`config.mk`:
```
export PLATFORM = sky130hd
export DESIGN_NAME = board_link_tx
export DESIGN_NICKNAME = d
export VERILOG_FILES = /design/src/rtl/board_link_pkg.sv /design/src/rtl/link_bit_timer.sv /design/src/rtl/board_link_tx.sv
export SDC_FILE = /design/constraint.sdc
export NUM_CORES = 1
export LEC_CHECK = 0
export ABC_AREA = 1
export CORE_MARGIN = 5
export CORE_UTILIZATION = 56
export DETAILED_ROUTE_END_ITERATION = 7
export DONT_BUFFER_PORTS = 1
export MAX_ROUTING_LAYER = met4
export PLACE_DENSITY = 0.7
export SLEW_MARGIN = 20
export SYNTH_ARGS = -nofsm -noshare
export SYNTH_HDL_FRONTEND = slang
export SYNTH_HIERARCHICAL = 1
export SYNTH_SLANG_ARGS = --single-unit
```
`constraint.sdc`:
```
create_clock -name clk_in -period 2 [get_ports clk_in]
set_input_delay 0.2 -clock clk_in [delete_from_list [all_inputs] [get_ports clk_in]]
set_output_delay 0.2 -clock clk_in [all_outputs]
set_load 0.005 [all_outputs]
```
`src/rtl/board_link_pkg.sv`:
```
// -----------------------------------------------------------------------------
// board_link_pkg
// Shared definitions for the inter-board serial link (transmitter and receiver).
//   BOARD_BITS      : packed board state width (81 cells x 2 bits)
//   DEF_BIT_PERIOD  : default clk cycles per serial bit (100 kbit/s at 65 MHz)
//   DEF_STOP_BITS   : default number of idle-high stop bits per frame
//   START_LEVEL     : line level of the start bit
//   IDLE_LEVEL      : line level while idle and during stop bits
//   IDX_W           : bit index width (covers WIDTH+3)
//   tx_state_t      : transmitter FSM states
// -----------------------------------------------------------------------------
package board_link_pkg;

    localparam int BOARD_BITS     = 162;
    localparam int DEF_BIT_PERIOD = 650;
    localparam int DEF_STOP_BITS  = 2;
    localparam int IDX_W          = 8;

    localparam logic START_LEVEL = 1'b0;
    localparam logic IDLE_LEVEL  = 1'b1;

    typedef enum logic [2:0] {
        IDLE,
        START,
        DATA,
        PARITY,
        STOP
    } tx_state_t;

endpackage

```
`src/rtl/link_bit_timer.sv`:
```
// -----------------------------------------------------------------------------
// link_bit_timer
// Free-running bit timer: counts 0..BIT_PERIOD-1 and wraps, held at 0 while
// clear_in is high. tick_out is high for the single cycle in which the count
// sits at its terminal value.
// Ports:
//   clk_in    : system clock
//   rst_in    : synchronous active-high reset
//   clear_in  : hold the count at zero
//   count_out : current count
//   tick_out  : terminal-count pulse
// -----------------------------------------------------------------------------
module link_bit_timer #(
    parameter int BIT_PERIOD = 650,
    parameter int CNT_W      = (BIT_PERIOD > 1) ? $clog2(BIT_PERIOD) : 1
) (
    input  logic             clk_in,
    input  logic             rst_in,
    input  logic             clear_in,
    output logic [CNT_W-1:0] count_out,
    output logic             tick_out
);

    logic [CNT_W-1:0] count_q;
    logic [CNT_W-1:0] count_d;
    logic             terminal;

    assign terminal = (count_q == CNT_W'(BIT_PERIOD - 1));

    always_comb begin
        count_d = count_q + CNT_W'(1);
        if (clear_in || terminal) begin
            count_d = '0;
        end
    end

    always_ff @(posedge clk_in) begin
        if (rst_in) begin
            count_q <= '0;
        end else begin
            count_q <= count_d;
        end
    end

    assign count_out = count_q;
    assign tick_out  = terminal && !clear_in;

endmodule

```
`src/rtl/board_link_tx.sv`:
```
// -----------------------------------------------------------------------------
// board_link_tx
// UART-style, LSB-first serial transmitter for the inter-board link. Latches
// the packed board state on a start request in IDLE and sends
//   start bit (0), WIDTH data bits, [parity bit], STOP_BITS stop bits (1).
// Optional feature macro: BOARD_LINK_PARITY_EN adds an even-parity bit after
// the data bits (parity computed from the latched value).
// Ports:
//   clk_in     : system clock
//   rst_in     : synchronous active-high reset
//   trigger_in : start request, honoured only in IDLE
//   val_in     : board bus, sampled in the accepting cycle only
//   data_out   : serial line, idles high (registered)
//   busy_out   : high while a frame is in flight (registered)
//   done_out   : pulse in the final cycle of the last stop bit (registered)
// -----------------------------------------------------------------------------
module board_link_tx
    import board_link_pkg::*;
#(
    parameter int WIDTH      = BOARD_BITS,
    parameter int BIT_PERIOD = DEF_BIT_PERIOD,
    parameter int STOP_BITS  = DEF_STOP_BITS
) (
    input  logic             clk_in,
    input  logic             rst_in,
    input  logic             trigger_in,
    input  logic [WIDTH-1:0] val_in,
    output logic             data_out,
    output logic             busy_out,
    output logic             done_out
);

    localparam int CNT_W = (BIT_PERIOD > 1) ? $clog2(BIT_PERIOD) : 1;

    tx_state_t        state_q, state_d;
    logic [WIDTH-1:0] shift_q, shift_d;
    logic [IDX_W-1:0] idx_q,   idx_d;
    logic             data_q,  data_d;
    logic             busy_q,  busy_d;
    logic             done_q,  done_d;
`ifdef BOARD_LINK_PARITY_EN
    logic             parity_q, parity_d;
`endif

    logic [CNT_W-1:0] bit_count;
    logic             bit_tick;

    link_bit_timer #(
        .BIT_PERIOD (BIT_PERIOD),
        .CNT_W      (CNT_W)
    ) u_bit_timer (
        .clk_in    (clk_in),
        .rst_in    (rst_in),
        .clear_in  (state_q == IDLE),
        .count_out (bit_count),
        .tick_out  (bit_tick)
    );

    // Next-state logic.
    always_comb begin
        state_d = state_q;
        shift_d = shift_q;
        idx_d   = idx_q;
`ifdef BOARD_LINK_PARITY_EN
        parity_d = parity_q;
`endif
        case (state_q)
            IDLE: begin
                if (trigger_in) begin
                    state_d = START;
                    shift_d = val_in;
                    idx_d   = '0;
`ifdef BOARD_LINK_PARITY_EN
                    parity_d = ^val_in;
`endif
                end
            end
            START: begin
                if (bit_tick) begin
                    state_d = DATA;
                    idx_d   = '0;
                end
            end
            DATA: begin
                if (bit_tick) begin
                    shift_d = shift_q >> 1;
                    if (idx_q == IDX_W'(WIDTH - 1)) begin
                        idx_d = '0;
`ifdef BOARD_LINK_PARITY_EN
                        state_d = PARITY;
`else
                        state_d = STOP;
`endif
                    end else begin
                        idx_d = idx_q + IDX_W'(1);
                    end
                end
            end
`ifdef BOARD_LINK_PARITY_EN
            PARITY: begin
                if (bit_tick) begin
                    state_d = STOP;
                    idx_d   = '0;
                end
            end
`endif
            STOP: begin
                if (bit_tick) begin
                    if (idx_q == IDX_W'(STOP_BITS - 1)) begin
                        state_d = IDLE;
                        idx_d   = '0;
                    end else begin
                        idx_d = idx_q + IDX_W'(1);
                    end
                end
            end
            default: begin
                state_d = IDLE;
                idx_d   = '0;
            end
        endcase
    end

    // Registered outputs are derived from the next state so the line level
    // changes on the same edge as the state register.
    always_comb begin
        data_d = IDLE_LEVEL;
        case (state_d)
            START:   data_d = START_LEVEL;
            DATA:    data_d = shift_d[0];
`ifdef BOARD_LINK_PARITY_EN
            PARITY:  data_d = parity_d;
`endif
            default: data_d = IDLE_LEVEL;
        endcase
        busy_d = (state_d != IDLE);
        // One cycle early so the registered pulse lands on the terminal cycle.
        done_d = (state_q == STOP) &&
                 (idx_q == IDX_W'(STOP_BITS - 1)) &&
                 (bit_count == CNT_W'(BIT_PERIOD - 2));
    end

    always_ff @(posedge clk_in) begin
        if (rst_in) begin
            state_q <= IDLE;
            shift_q <= '0;
            idx_q   <= '0;
            data_q  <= IDLE_LEVEL;
            busy_q  <= 1'b0;
            done_q  <= 1'b0;
`ifdef BOARD_LINK_PARITY_EN
            parity_q <= 1'b0;
`endif
        end else begin
            state_q <= state_d;
            shift_q <= shift_d;
            idx_q   <= idx_d;
            data_q  <= data_d;
            busy_q  <= busy_d;
            done_q  <= done_d;
`ifdef BOARD_LINK_PARITY_EN
            parity_q <= parity_d;
`endif
        end
    end

    assign data_out = data_q;
    assign busy_out = busy_q;
    assign done_out = done_q;

endmodule

```
Yosys cells after proc, flatten, opt, wreduce, memory -nomap -nowiden
Index checks and enable logic that the tools add are counted.

operators by class
  equality and inequality tests = 13
  add/subtract/negate cells = 2
  reductions and logical operators = 11
  mux-type cells = 18

operators with widths
  kind                     number
  $mux W162                2
  $pmux W162 S2            1
  $mux W8                  6
  $pmux W8 S4              1
  $eq A10 B10 Y1 const B   2
  $mux W3                  6
  $pmux W3 S4              1
  $add A10 B1 Y10 const B  1
  $add A8 B1 Y8 const B    1
  $eq A8 B1 Y1 const B     1
  $eq A8 B8 Y1 const B     1
  $ne A2 B2 Y1 const B     4
  $eq A3 B1 Y1 const B     2
  $eq A3 B2 Y1 const B     2
  $reduce_and A4 Y1        1
  $eq A3 B3 Y1 const B     1
  $logic_and A1 B1 Y1      3
  $logic_not A3 Y1         1
  $reduce_and A3 Y1        1
  $reduce_bool A3 Y1       1
  $pmux W1 S2              1
  $reduce_bool A2 Y1       1
  $reduce_or A2 Y1         1
  $logic_not A1 Y1         1
  $logic_or A1 B1 Y1       1

word-level totals
  logic and storage cells = 52
  register bits = 186
  output and inout port bits = 3
  input bits = 165

Logic depth before layout (Yosys ltp)
  word-level depth = 7
  gate-level depth with buffers = 15
  mapped depth without buffers = 15

By module
The synthesis kept the hierarchy.

by module, submodules not included
  module          sequential area each (um^2)  times used  cells an instance  area each (um^2)
  board_link_tx   3523.4                       1           1357               8538.2
  link_bit_timer  200.2                        1           65                 505.5

Worst setup path after synthesis
Ideal clock, no wire load.

  path type = register to register
  from = reg state_q[2]
  to = reg shift_q[104]
  stages on the path, launching flop included = 12
  library setup time = 0.070 ns
  data required time = 1.930 ns
  arrival = 2.021 ns
  path buffers = 4
  period minus slack after synthesis = 2.091 ns
  setup slack = -0.091 ns
  path through = dfxtp_1 -> nor3_2 -> buf_2 -> buf_2 -> nor2_1 -> inv_1 -> nor2_4 -> a21oi_4 -> buf_2 -> buf_2 -> nand2_1 -> a21oi_1

on the way
  longest elaborated chain between the ends = 5
  elaborated cells on any way between the ends = 9
  classes of those cells = 3 x eq/ne; 1 x mux; 5 x reduce/logical

RTL lines
  element                      RTL line              text
  from (decl)                  board_link_tx.sv:35   tx_state_t state_q, state_d;
  from (signal assigned)       board_link_tx.sv:155  state_q <= state_d;
  $logic_not A3 Y1             board_link_tx.sv:54   .clear_in (state_q == IDLE),
  $logic_not A1 Y1             link_bit_timer.sv:46  assign tick_out = terminal && !clear_in;
  $logic_and A1 B1 Y1          link_bit_timer.sv:46
  named net bit_tick           board_link_tx.sv:46   logic bit_tick;
  $ne A2 B2 Y1 (no line)       --
  $reduce_and A3 Y1 (no line)  --
  to (signal assigned)         board_link_tx.sv:156  shift_q <= shift_d;
  to (decl)                    board_link_tx.sv:36   logic [WIDTH-1:0] shift_q, shift_d;

The timed path passes the listed nets, and every way through them passes these cells.
A chain may end at the register's enable or synchronous reset.

Final worst setup path
  from = reg u_bit_timer.count_q[1] (netlist: u_bit_timer/count_out[1])
  to = reg idx_q[1]

on the way
  longest elaborated chain between the ends = 4
  elaborated cells on any way between the ends = 6
  classes of those cells = 4 x eq/ne; 2 x reduce/logical

RTL lines
  element                          RTL line              text
  from (decl)                      link_bit_timer.sv:24  logic [CNT_W-1:0] count_q;
  from (signal assigned)           link_bit_timer.sv:41  count_q <= count_d;
  $eq A10 B10 Y1 (*)               link_bit_timer.sv:28  assign terminal = (count_q == CNT_W'(BIT_PERIOD - 1));
  $logic_and A1 B1 Y1 (*)          link_bit_timer.sv:46
  named net bit_tick               board_link_tx.sv:46
  $ne A2 B2 Y1 (no line)           --
  $reduce_and A4 Y1 (no line) (*)  --
  to (signal assigned)             board_link_tx.sv:157  idx_q <= idx_d;
  to (decl)                        board_link_tx.sv:37   logic [IDX_W-1:0] idx_q, idx_d;

The timed path passes the listed nets; every way through them passes the cells marked *.

==> impl_metrics.yaml <==
placed_design:
  routabilityCongestion: 0.817
  port-buffer-count: 0
  post_dp_cell_area_um2: 9290
  dp_hpwl_mm: 12.9
detailed_routing:
  num_vias: 8082
  drc: 0
  wire_per_inst_um: 12.7
  firstDrtPassIters: 5
  wirelength_mm: 20.5
  drtIter0Drc: 470
  drtAntennaViolNets: 0
  routed_via_density: 4.98
run_status:
  status: "finished, violations left"
  violations: "hold timing"
clocking:
  root_buffer: "clkbuf_16"
  cts_hold_buf: 1
  numCtsBuffers: 17
  clk_latency_ns: 0.43
  cts_buffer_depth: 2
  htree_levels: 4
  clkSinkCount: 186
  clk_pin_slew_worst_paths_ns: 0.07
  cts_tree: "yes"
timing:
  worst_pin_slew_ns: 0.409
  setup_viol: 0
  clock-skew-final_ns: 0.0122
  period_needed_ns: 1.87
  fin_crit_sh_pct: 93.7
  timing.fmax_mhz: 533
  finalHoldViolations: 166
  whs_ns: -0.151
  slew_headroom_pct: 72.8
  slew_violations: 0
  rsz0062_at_grt: "yes"
  setup_tns_ns: 0
logic_synthesis:
  synthMuxAreaShare_pct: 0
  syn-num-nets: 1591
  yosysSeqAreaShare_pct: 41.2
  synth_seq_cells: 186
  synth.avg_cell_area_um2: 6.36
  dominantRegCellSynth: "dfxtp_1"
  yosysWarnings: 6
  syn_area_um2: 9040
  synthCells: 1422
  yosys.area_share.adder_pct: 0.553
  synth-edff-count: 0
  yosysUniqueCellTypes: 25
  synth_top_family_by_area: "simple AND/OR/NAND/NOR gates"
  yosys.area_share.simple_pct: 35.3
  synth_xor_xnor_area_share_pct: 0.581
  synth_compound_area_share_pct: 10.0
  synthArstFlopShare_pct: 0
pwr:
  p_leak_nw: 4.46
  max-vdd-ir-drop_v: 0.000574
  p_per_area_nw_per_um2: 833
critical_path:
  crit_arrival_ns: 2.19
  worstSetupPathType: "reg -> reg"
  path_cells: "inv_1, ha_1, nand2_1, nor2_1, nand3_2, nor2_4, inv_2, buf_4, nand3_1, nand2_2, nor2_4, buf_2, nand2_1, o21ai_0, nor2_1"
  crit_path_start_kind: "flip-flop"
  end_kind: "flip-flop"
  cp_slowest_stage_delay_ns: 0.32
  path_max_fanout: 4
  slowest_stage: "dfxtp_2"
  worstPathRequired_ns: 2.32
global_routing:
  grt_pass1_wl_mm: 32.5
  grt_start_max_net_pins: 170
  antenna_found_initial: 0
  grt_overflow: 0
  grt_pass1_vias: 6893
  grt.total_usage_pct: 21.8
die:
  die_h_um: 137
  rows: 46
  die_w_um: 137
  dieArea_um2: 18800
  initial_core_util_pct: 56.9
  core_area_um2: 15900
  io_pins: 168
final_layout:
  synthToLayoutAreaGrowth_pct: 11.6
  drive_gt1_share_pct: 6.61
  nets: 1563
  antenna_cells: 0
  fin_area_um2: 10100
run:
  maxCapViolations: 0
hold_path:
  min_path_type: "in -> reg"
-- kinds of logic after synthesis --
logic type	count (synthesis)
adder cells (fa/ha/maj)	4
AO/OA/AOI/OAI	177
XOR/XNOR	6
flip-flops	186
AND/OR/NAND/NOR	770
buffers and inverters	279
-- cell usage in the layout, fill, tap and decap left out, types with 2 or more instances in the layout --
cell type / synthesis / layout
nand3_2: 3 / 3
clkinvlp_4: 0 / 3
xor2_1: 3 / 3
inv_1: 189 / 188
bufinv_16: 0 / 4
a21oi_2: 2 / 5
buf_4: 11 / 23
inv_6: 0 / 3
clkinv_4: 0 / 2
dfxtp_1: 186 / 185
clkbuf_16: 0 / 19
nand2_2: 0 / 2
o21ai_0: 5 / 5
buf_12: 0 / 9
buf_16: 0 / 2
nand2_1: 543 / 541
nor2_4: 3 / 5
ha_1: 4 / 4
buf_6: 0 / 4
nand3b_1: 3 / 3
a21oi_1: 168 / 165
nand3_1: 179 / 179
xnor2_1: 3 / 3
nor2_1: 34 / 32
-- cell type report --
class | instances | area [um2]
well taps | 216 | 270
multi-input cells | 957 | 4240
clock buffers | 18 | 429
repair buffers | 43 | 533
flip-flops and latches | 186 | 3720
inverters | 189 | 709
clock inverters | 13 | 191
fillers | 1519 | 5790
-- final timing paths --
| path | from | end | slack (ns) | cells after the start |
|---|---|---|---|---|
| setup / recovery | u_bit_timer/count_out[1] | idx_q[1] | 0.13 | 15 |
| hold / removal | rst_in | state_q[0] | -0.15 | 1 |
| setup reg to reg | u_bit_timer/count_out[1] | idx_q[1] | 0.13 | 15 |
| hold reg to reg | shift_q[113] | shift_q[113] | 0.45 | 2 |
-- worst max-delay path: cells and delay by family, from the launching register on --
family / cells / cell delay, ns
AOI/OAI and AO/OA: 1 / 0.06
and+or+nand+nor: 9 / 0.88
buffers and inverters: 4 / 0.39
DFF: 1 / 0.32
adders and majority gates: 1 / 0.13
-- metal layers --
metal / global-route usage, % / wire length, um
met1: 29.1 / 9600
met2: 34.0 / 9810
met3: 5.00 / 969
met4: 4.71 / 160
met5: - / 0
-- metrics by stage --
step / util, % / instances / setup WS [ns] / power [mW]
finish: 63.5 / 1622 / 0.126 / 8.41
CTS: 62.7 / 1618 / 0.0231 / 8.47
detailed placement: 58.5 / 1584 / -0.0385 / 4.88
global route: 63.5 / 1622 / -0.0285 / 8.80
floorplan: - / 1422 / 0.0343 / 4.78
global placement: 58.5 / 1584 / -0.0105 / 4.86
-- registers in the layout, summed over array words and instances (netlist names) --
register / cells
shift_q: 162
u_bit_timer/count_out: 10
idx_q: 8
state_q: 3
busy_out: 1
data_out: 1
done_out: 1
-- report_power, final --
group / switching [mW] / internal (mW) / total (mW)
logic: 0.468 / 0.328 / 0.796
clock network: 1.48 / 2.10 / 3.58
registers: 0.114 / 3.93 / 4.04
-- repair_timing --
action,4_1_cts,5_1_grt
cloned,0,3
buffers inserted,2,1
endpoints found under the setup margin,116,148
hold endpoints to repair,167,166
resized for setup,2,16
pin swaps,0,3
-- cells in the mapped netlist, types with 2 or more instances --
master,count,area (um2)
a21oi_1,168,841
a21oi_2,2,17.5
buf_2,27,135
buf_4,11,82.6
clkbuf_1,51,191
dfxtp_1,186,3720
ha_1,4,50.1
inv_1,189,709
nand2_1,543,2040
nand3_1,179,896
nand3_2,3,30.0
nand3b_1,3,22.5
nor2_1,34,128
nor2_4,3,33.8
o21ai_0,5,25.0
xnor2_1,3,26.3
xor2_1,3,26.3
Power figures use the tool's default switching activity.
